[src/rtl/signed_divider_pkg.sv]
// Shared constants and state encoding for the 3-bit restoring signed divider.
package signed_divider_pkg;

    localparam int W        = 3;
    localparam int STEP_CNT = 2;
    localparam int CNT_W    = 2;

    typedef enum logic [1:0] {
        IDLE   = 2'd0,
        DIVIDE = 2'd1,
        FIX    = 2'd2,
        DONE   = 2'd3
    } state_t;

endpackage

[src/rtl/signed_divider_div_step.sv]
// One combinational restoring step: shift in a dividend bit, trial-subtract |B|,
// keep the difference when non-negative, otherwise restore.
module div_step
    import signed_divider_pkg::*;
(
    input  logic [W:0] rem,
    input  logic       dvd_bit,
    input  logic [W:0] divisor,
    output logic [W:0] rem_next,
    output logic       q_bit
);

    logic [W+1:0] shifted;
    logic [W+1:0] diff;

    always_comb begin
        shifted  = {rem, dvd_bit};
        diff     = shifted - {1'b0, divisor};
        q_bit    = ~diff[W+1];
        rem_next = q_bit ? diff[W:0] : shifted[W:0];
    end

endmodule

[src/rtl/signed_divider.sv]
// Multi-cycle signed divider: magnitudes are divided by a restoring shift-subtract
// loop, then signs are applied (quotient truncates toward zero, remainder follows A).
module signed_divider
    import signed_divider_pkg::*;
(
    input  logic                clk,
    input  logic                rst_n,
    input  logic                start,
    input  logic signed [W-1:0] A,
    input  logic signed [W-1:0] B,
    output logic signed [W-1:0] Q,
    output logic signed [W-1:0] R,
    output logic                busy,
    output logic                done,
    output logic                div_zero,
    output logic                overflow
);

    state_t            state, state_next;
    logic [CNT_W-1:0]  cnt;
    logic              a_sgn, b_sgn;
    logic [W-1:0]      dq;        // dividend bits shift out the top, quotient bits shift in below
    logic [W:0]        mag_b;
    logic [W:0]        rem;
    logic [W:0]        rem_next;
    logic              q_bit;
    logic              b_zero;
    logic              neg_q;

    function automatic logic [W-1:0] mag(input logic signed [W-1:0] v);
        return v[W-1] ? (~v + 1'b1) : v;
    endfunction

    function automatic logic [W-1:0] apply_sign(input logic [W-1:0] m, input logic neg);
        return neg ? (~m + 1'b1) : m;
    endfunction

    assign b_zero = (mag_b == '0);
    assign neg_q  = a_sgn ^ b_sgn;

    div_step u_div_step (
        .rem      (rem),
        .dvd_bit  (dq[W-1]),
        .divisor  (mag_b),
        .rem_next (rem_next),
        .q_bit    (q_bit)
    );

    always_ff @(posedge clk or negedge rst_n) begin
        if (!rst_n) begin
            state <= IDLE;
        end else begin
            state <= state_next;
        end
    end

    always_comb begin
        state_next = state;
        busy       = 1'b0;
        done       = 1'b0;
        case (state)
            IDLE: begin
                if (start) state_next = DIVIDE;
            end
            DIVIDE: begin
                busy = 1'b1;
                if (b_zero)          state_next = DONE;
                else if (cnt == '0)  state_next = FIX;
            end
            FIX: begin
                busy       = 1'b1;
                state_next = DONE;
            end
            DONE: begin
                done       = 1'b1;
                state_next = IDLE;
            end
            default: state_next = IDLE;
        endcase
    end

    always_ff @(posedge clk or negedge rst_n) begin
        if (!rst_n) begin
            cnt      <= '0;
            a_sgn    <= 1'b0;
            b_sgn    <= 1'b0;
            dq       <= '0;
            mag_b    <= '0;
            rem      <= '0;
            Q        <= '0;
            R        <= '0;
            div_zero <= 1'b0;
            overflow <= 1'b0;
        end else begin
            case (state)
                IDLE: begin
                    if (start) begin
                        a_sgn <= A[W-1];
                        b_sgn <= B[W-1];
                        dq    <= mag(A);
                        mag_b <= {1'b0, mag(B)};
                        rem   <= '0;
                        cnt   <= CNT_W'(STEP_CNT);
                    end
                end
                DIVIDE: begin
                    if (b_zero) begin
                        // dq still holds |A| here, so re-signing it reproduces A
                        Q        <= '0;
                        R        <= apply_sign(dq, a_sgn);
                        div_zero <= 1'b1;
                        overflow <= 1'b0;
                    end else begin
                        rem <= rem_next;
                        dq  <= {dq[W-2:0], q_bit};
                        if (cnt != '0) cnt <= cnt - 1'b1;
                    end
                end
                FIX: begin
                    // Only -4 / -1 yields a positive magnitude of 4, which wraps
                    Q        <= apply_sign(dq, neg_q);
                    R        <= apply_sign(rem[W-1:0], a_sgn);
                    overflow <= (dq == {1'b1, {(W-1){1'b0}}}) && !neg_q;
                    div_zero <= 1'b0;
                end
                default: ;
            endcase
        end
    end

endmodule

[config.mk]
export PLATFORM = sky130hd
export DESIGN_NAME = signed_divider
export DESIGN_NICKNAME = d
export VERILOG_FILES = /design/src/rtl/signed_divider_pkg.sv /design/src/rtl/signed_divider_div_step.sv /design/src/rtl/signed_divider.sv
export SDC_FILE = /design/constraint.sdc
export NUM_CORES = 1
export LEC_CHECK = 0
export BUFFER_PORTS_ARGS = -buffer_cell sky130_fd_sc_hd__buf_2
export CAP_MARGIN = 0
export CORE_UTILIZATION = 25
export CTS_CLUSTER_DIAMETER = 150
export CTS_CLUSTER_SIZE = 8
export DETAILED_ROUTE_END_ITERATION = 8
export GPL_ROUTABILITY_DRIVEN = 0
export PLACE_DENSITY = 0.47
export SKIP_LAST_GASP = 1
export SYNTH_ARGS = -nofsm -noshare
export SYNTH_HDL_FRONTEND = slang
export SYNTH_SLANG_ARGS = --single-unit
[constraint.sdc]
create_clock -name clk -period 2.2 [get_ports clk]
set_input_delay 0.44 -clock clk [delete_from_list [all_inputs] [get_ports clk]]
set_output_delay 0.44 -clock clk [all_outputs]
set_load 0.005 [all_outputs]
-- Word level (Yosys, flattened, before mapping)
Cells that the tools add are included.
- reductions and logical operators: 14
- add/subtract/negate cells: 6
- multiplexer cells: 30
- bitwise operators: 6
- eq/ne operators: 9
- operators by type and width (cell ; number):
    $mux W3 ; 9
    $pmux W3 S2 ; 3
    $add A3 B1 Y3 const B ; 4
    $mux W2 ; 6
    $mux W4 ; 3
    $not A3 Y3 ; 4
    $ne A2 B2 Y1 const B ; 4
    $pmux W2 S4 ; 1
    $pmux W4 S2 ; 1
    $reduce_and A2 Y1 ; 3
    $reduce_bool A2 Y1 ; 3
    $sub A5 B3 Y5 ; 1
    $eq A2 B2 Y1 const B ; 2
    $logic_not A2 Y1 ; 2
    $logic_not A4 Y1 ; 1
    $mux W1 ; 4
    $pmux W1 S2 ; 2
    $pmux W2 S2 ; 1
    $reduce_and A4 Y1 ; 1
    $eq A3 B3 Y1 const B ; 1
    $ne A3 B3 Y1 const B ; 1
    $reduce_and A3 Y1 ; 1
    $eq A2 B1 Y1 const B ; 1
    $reduce_or A2 Y1 ; 1
    5 further kinds ; 5
- flip-flop bits (word level): 24
- input port bits: 9
- output and inout port bits: 10

-- Logic depth before layout (Yosys ltp)
- depth after elaboration: 5
- gate-level depth with buffers: 7
- depth with buffers taken out: 7

-- Hierarchy
From an unflattened synthesis, not the netlist that was laid out.
- cell total of the unflattened synthesis: 163
- area, all modules: 1581.5 um2
- by module, submodules not included (module ; area each (um2) ; cells each ; seq. area each (um2) ; instances):
    signed_divider ; 1380.1 ; 139 ; 600.6 ; 1
    div_step ; 201.4 ; 24 ; 0.0 ; 1

-- Worst setup path before layout
OpenSTA, ideal clock, no wires.
- path kind: register -> register
- start point: register dq[2]
- end point: register rem[1]
- buffers on the path: 0
- arrival: 1834 ps
- setup time: 126 ps
- slack: 240 ps
- required time: 2074 ps
- stages on the path, launching flop included: 8
- cells stage by stage: dfrtp_1 > inv_1 > ha_1 > fa_1 > and2b_2 > or3_4 > and4_1 > a221o_1
- longest elaborated chain between the ends: 4
- ends and longest elaborated chain (what ; RTL line ; RTL):
    start: declaration ; signed_divider.sv:22 ; logic [W-1:0] dq;
    start signal: assignment ; signed_divider.sv:100 ; dq <= mag(A);
    start signal: assignment ; signed_divider.sv:115 ; dq <= {dq[W-2:0], q_bit};
    $sub A5 B3 Y5 ; signed_divider_div_step.sv:18 ; diff = shifted - {1'b0, divisor};
    $mux W4 ; signed_divider_div_step.sv:20 ; rem_next = q_bit ? diff[W:0] : shifted[W:0];
    $mux W4 ; signed_divider.sv:107 ; if (b_zero) begin
    $pmux W4 S2 ; signed_divider.sv:95 ; case (state)
    end signal: assignment ; signed_divider.sv:114 ; rem <= rem_next;
    end: declaration ; signed_divider.sv:24 ; logic [W:0] rem;
Every way passes these cells. The select of a mux whose other input is x is not followed.
A chain may end at the register's enable or synchronous reset.

-- Worst setup path after layout
- start point: register mag_b[0]
- end point: register rem[1]
- longest elaborated chain between the ends: 4
- elaborated cells between the ends (all ways): 7
- classes of those cells: add/sub: 1; eq/ne: 1; mux: 3; reduce/logical: 2
- ends and longest elaborated chain (what ; RTL line ; RTL):
    start: declaration ; signed_divider.sv:23 ; logic [W:0] mag_b;
    start signal: assignment ; signed_divider.sv:101 ; mag_b <= {1'b0, mag(B)};
    $sub A5 B3 Y5 ; signed_divider_div_step.sv:18 ;
    $mux W4 ; signed_divider_div_step.sv:20 ;
    $mux W4 ; signed_divider.sv:107 ;
    $pmux W4 S2 ; signed_divider.sv:95 ;
Parallel ways exist; a longest one is shown, timed or not. The select of a mux whose other input is x is not followed.

==> metrics.md <==
| Metric | Value |
|---|---|
| H-tree Lvls | 1 |
| Clock-pin slew on the worst setup and hold paths | 0.09 ns |
| Leak pwr | 0.888 nW |
| CTS sink cnt | 24 |
| Post_cts resized | 0 |
| Share of the synthesized area in the top cell type | 0.392 |
| Initial DRC count | 66 |
| Max IR drop VDD | 0.491 mV |
| Final net count | 220 |
| Met2 routed WL | 1420 um |
| Gr usage total | 0.121 |
| Critical path class | flip-flop to flip-flop |
| Ys async rst share | 1.00 |
| WL/cell | 12.5 um |
| Largest net degree at the start of global routing | 25 |
| Area of the multi-input gates | 851 um2 |
| Post-synth EDFFs | 0 |
| Synth Area in XOR/XNOR | 0.0114 |
| Critical path arrival | 2.19 ns |
| Yosys cell types | 41 |
| DP Cell Count | 266 |
| Largest family of logic cells by synthesized area | compound AO/OA/AOI/OAI gates |
| Synth warn | 0 |
| DP Wirelength | 2630 um |
| Metal3 WL | 152 um |
| Total gr overflow | 0 |
| Vias in the first global route | 1186 |
| Area added between synthesis and finish | 21.0% |
| Final non-filler cell total | 270 |
| Unrepaired setup endpoints after global routing | no |
| Antenna-violating nets left | 0 |
| Syn Inst Count | 163 |
| # hold bufs at CTS | 0 |
| Status | completed |
| Post-Syn Nets | 187 |
| Initial antenna violation count | 0 |
| Mapped cell area | 1530 um2 |
| Post-Synth Adder-Cell Area | 0.127 |
| Max-Cap Viols | 0 |
| First-pass GRT wire length | 5950 um |
| Vias/cell | 4.45 |
| Setup TNS | 0 ns |
| Setup Viol. Count Final | 0 |
| Design area | 1860 um2 |
| Reg area | 601 um2 |
| Hold Crit Class | input port to asynchronous set/reset pin |
| Final Util | 0.313 |
| Top Metal Used | met4 |
| Die W | 80.3 um |
| Pwr/cell area | 1600 nW/um2 |
| Register bit count reported by yosys | 24 |
| Cell row count | 28 |
| TritonCTS clock tree | done |
| Die area | 6450 um2 |
| Final slew viol count | 0 |
| Sequential area share after synthesis | 0.392 |
| Critical Path Sink Type | flip-flop |
| DRT Pass-1 Iters | 4 |
| Total core area | 5920 um2 |
| Max-slew headroom | 0.617 |
| Antenna fix cells | 0 |
| Synth Area in Simple Gates | 0.169 |
| Peak Freq | 492 MHz |
| Crit Path Max Fanout | 5 |
| Worst-skew pair later-pin latency | 0.27 ns |
| Crit share post-route | 0.924 |
| TritonCTS buffer count | 3 |
| Clock skew | 0.00386 ns |
| Port bufs | 18 |
| Synth Area per Inst | 9.41 um2 |
| Cell Area, Placed | 1800 um2 |
| Fillers | 618 |
| Clock Root Buffer | clkbuf_8 |
| Clock Tree Buf Depth | 2 |
| I/O pin cnt | 19 |
| Synth Area in Compound Gates | 0.177 |
| Largest cells by area after synthesis | dfrtp_1 (39%), ha_1 (11%), nand2_1 (5.1%), inv_1 (4.4%), a21oi_1 (3.9%) |
| Setup crit start kind | flip-flop |
| Final Critical Period | 2.03 ns |
| WL met1 | 1780 um |
| DRT Wirelength | 3380 um |
| Hold Vio Cnt, Final | 0 |
| Layout cells sized above 1 | 0.246 |
| Worst Tran Pin Value | 0.574 ns |
| Worst Path Required | 2.36 ns |
| Most used DFF post-synth | dfrtp_1 |
| Initial Utilization | 0.259 |
| Drt drc | 0 |
| Post-synthesis mux area share | 0.0701 |
| Area leader, netlist | dfrtp_1 |
| DIE HEIGHT | 80.3 um |
| # Post-CTS Setup Buffers | 0 |
| Routed vias | 1201 |
cell families after synthesis:
logic type,Yosys count
AND/OR/NAND/NOR,50
XOR/XNOR,2
adder cells (fa/ha/maj),15
flip-flops,24
buffers and inverters,21
multiplexers,9
AO/OA/AOI/OAI,42
cells in the final DEF, fill, tap and decap left out, types with 2 or more instances in the layout:
master and n:
o22ai_1 3, o21ai_0 10, nor2_1 12, a21oi_1 12
ha_1 14, nand2b_1 2, clkbuf_8 4, dfrtp_1 24
a211oi_1 2, buf_4 13, nand2_1 21, mux2i_1 4
a22oi_1 2, mux2_2 4, nor3_1 2, inv_1 18
xnor2_1 2, buf_2 18, o31ai_1 4, nor2b_1 2
metal layers:
layer	global-route usage	up-vias
met4	0.0321	0
met2	0.184	26
met5	0	-
met1	0.172	541
li1	-	632
met3	0.0239	2
cell usage after synthesis (all sizes together), types with 2 or more instances:
cell	n
nor3	2
clkbuf	2
nor2	12
and2	2
or2	2
and3	2
a22oi	2
mux2	4
o22ai	3
o21ai	11
nand2	21
o32ai	2
nand2b	2
o31ai	4
xnor2	2
a21oi	12
dfrtp	24
a211oi	2
inv	18
nor2b	2
ha	14
mux2i	4
final cells by class:
type,count,share of cell area
inverter,18,0.0364
timing repair buffer,31,0.101
multi-input combinational,118,0.459
clock buffer,4,0.0297
tap,75,0.0506
sequential,24,0.324
report_power, final:
part | internal, mW | leakage (nW) | switching (mW)
logic | 0.895 | 0.559 | 0.948
registers | 0.645 | 0.300 | 0.172
clock network | 0.160 | 0.0288 | 0.150
critical path: stages, from the launching register on:
cell and delay (ns):
dfrtp_1 0.45, ha_1 0.22, fa_1 0.18, and2b_2 0.24, or3_4 0.39, and4_1 0.20
a221o_1 0.25
metrics by stage:
step	power (mW)	setup WS, ns	hold slack [ns]
5_1_grt	3.29	0.0450	0.199
3_5_place_dp	2.68	0.168	0.467
3_3_place_gp	2.69	0.220	0.465
2_1_floorplan	2.07	0.240	0.144
4_1_cts	3.01	0.150	0.169
6_report	2.97	0.168	0.155
worst paths after layout:
path	from	end	slack [ns]	cells after the start
hold reg to reg	Q[0]$_DFFE_PN0P_	Q[0]$_DFFE_PN0P_	0.48	2
max in group asynchronous	rst_n	dq[1]$_DFFE_PN0P_	1.67	1
setup / recovery	mag_b[0]$_DFFE_PN0P_	rem[1]$_DFFE_PN0P_	0.17	6
hold / removal	rst_n	R[0]$_DFFE_PN0P_	0.16	1
min in group clk	B[2]	mag_b[2]$_DFFE_PN0P_	0.43	3
setup reg to reg	mag_b[0]$_DFFE_PN0P_	rem[1]$_DFFE_PN0P_	0.17	6
flip-flops by register name (all words and copies together) (netlist names):
signal / cells
rem: 4
Q: 3
R: 3
dq: 3
mag_b: 3
cnt: 2
state: 2
a_sgn: 1
b_sgn: 1
div_zero: 1
overflow: 1
(Power assumes the default switching activity.)
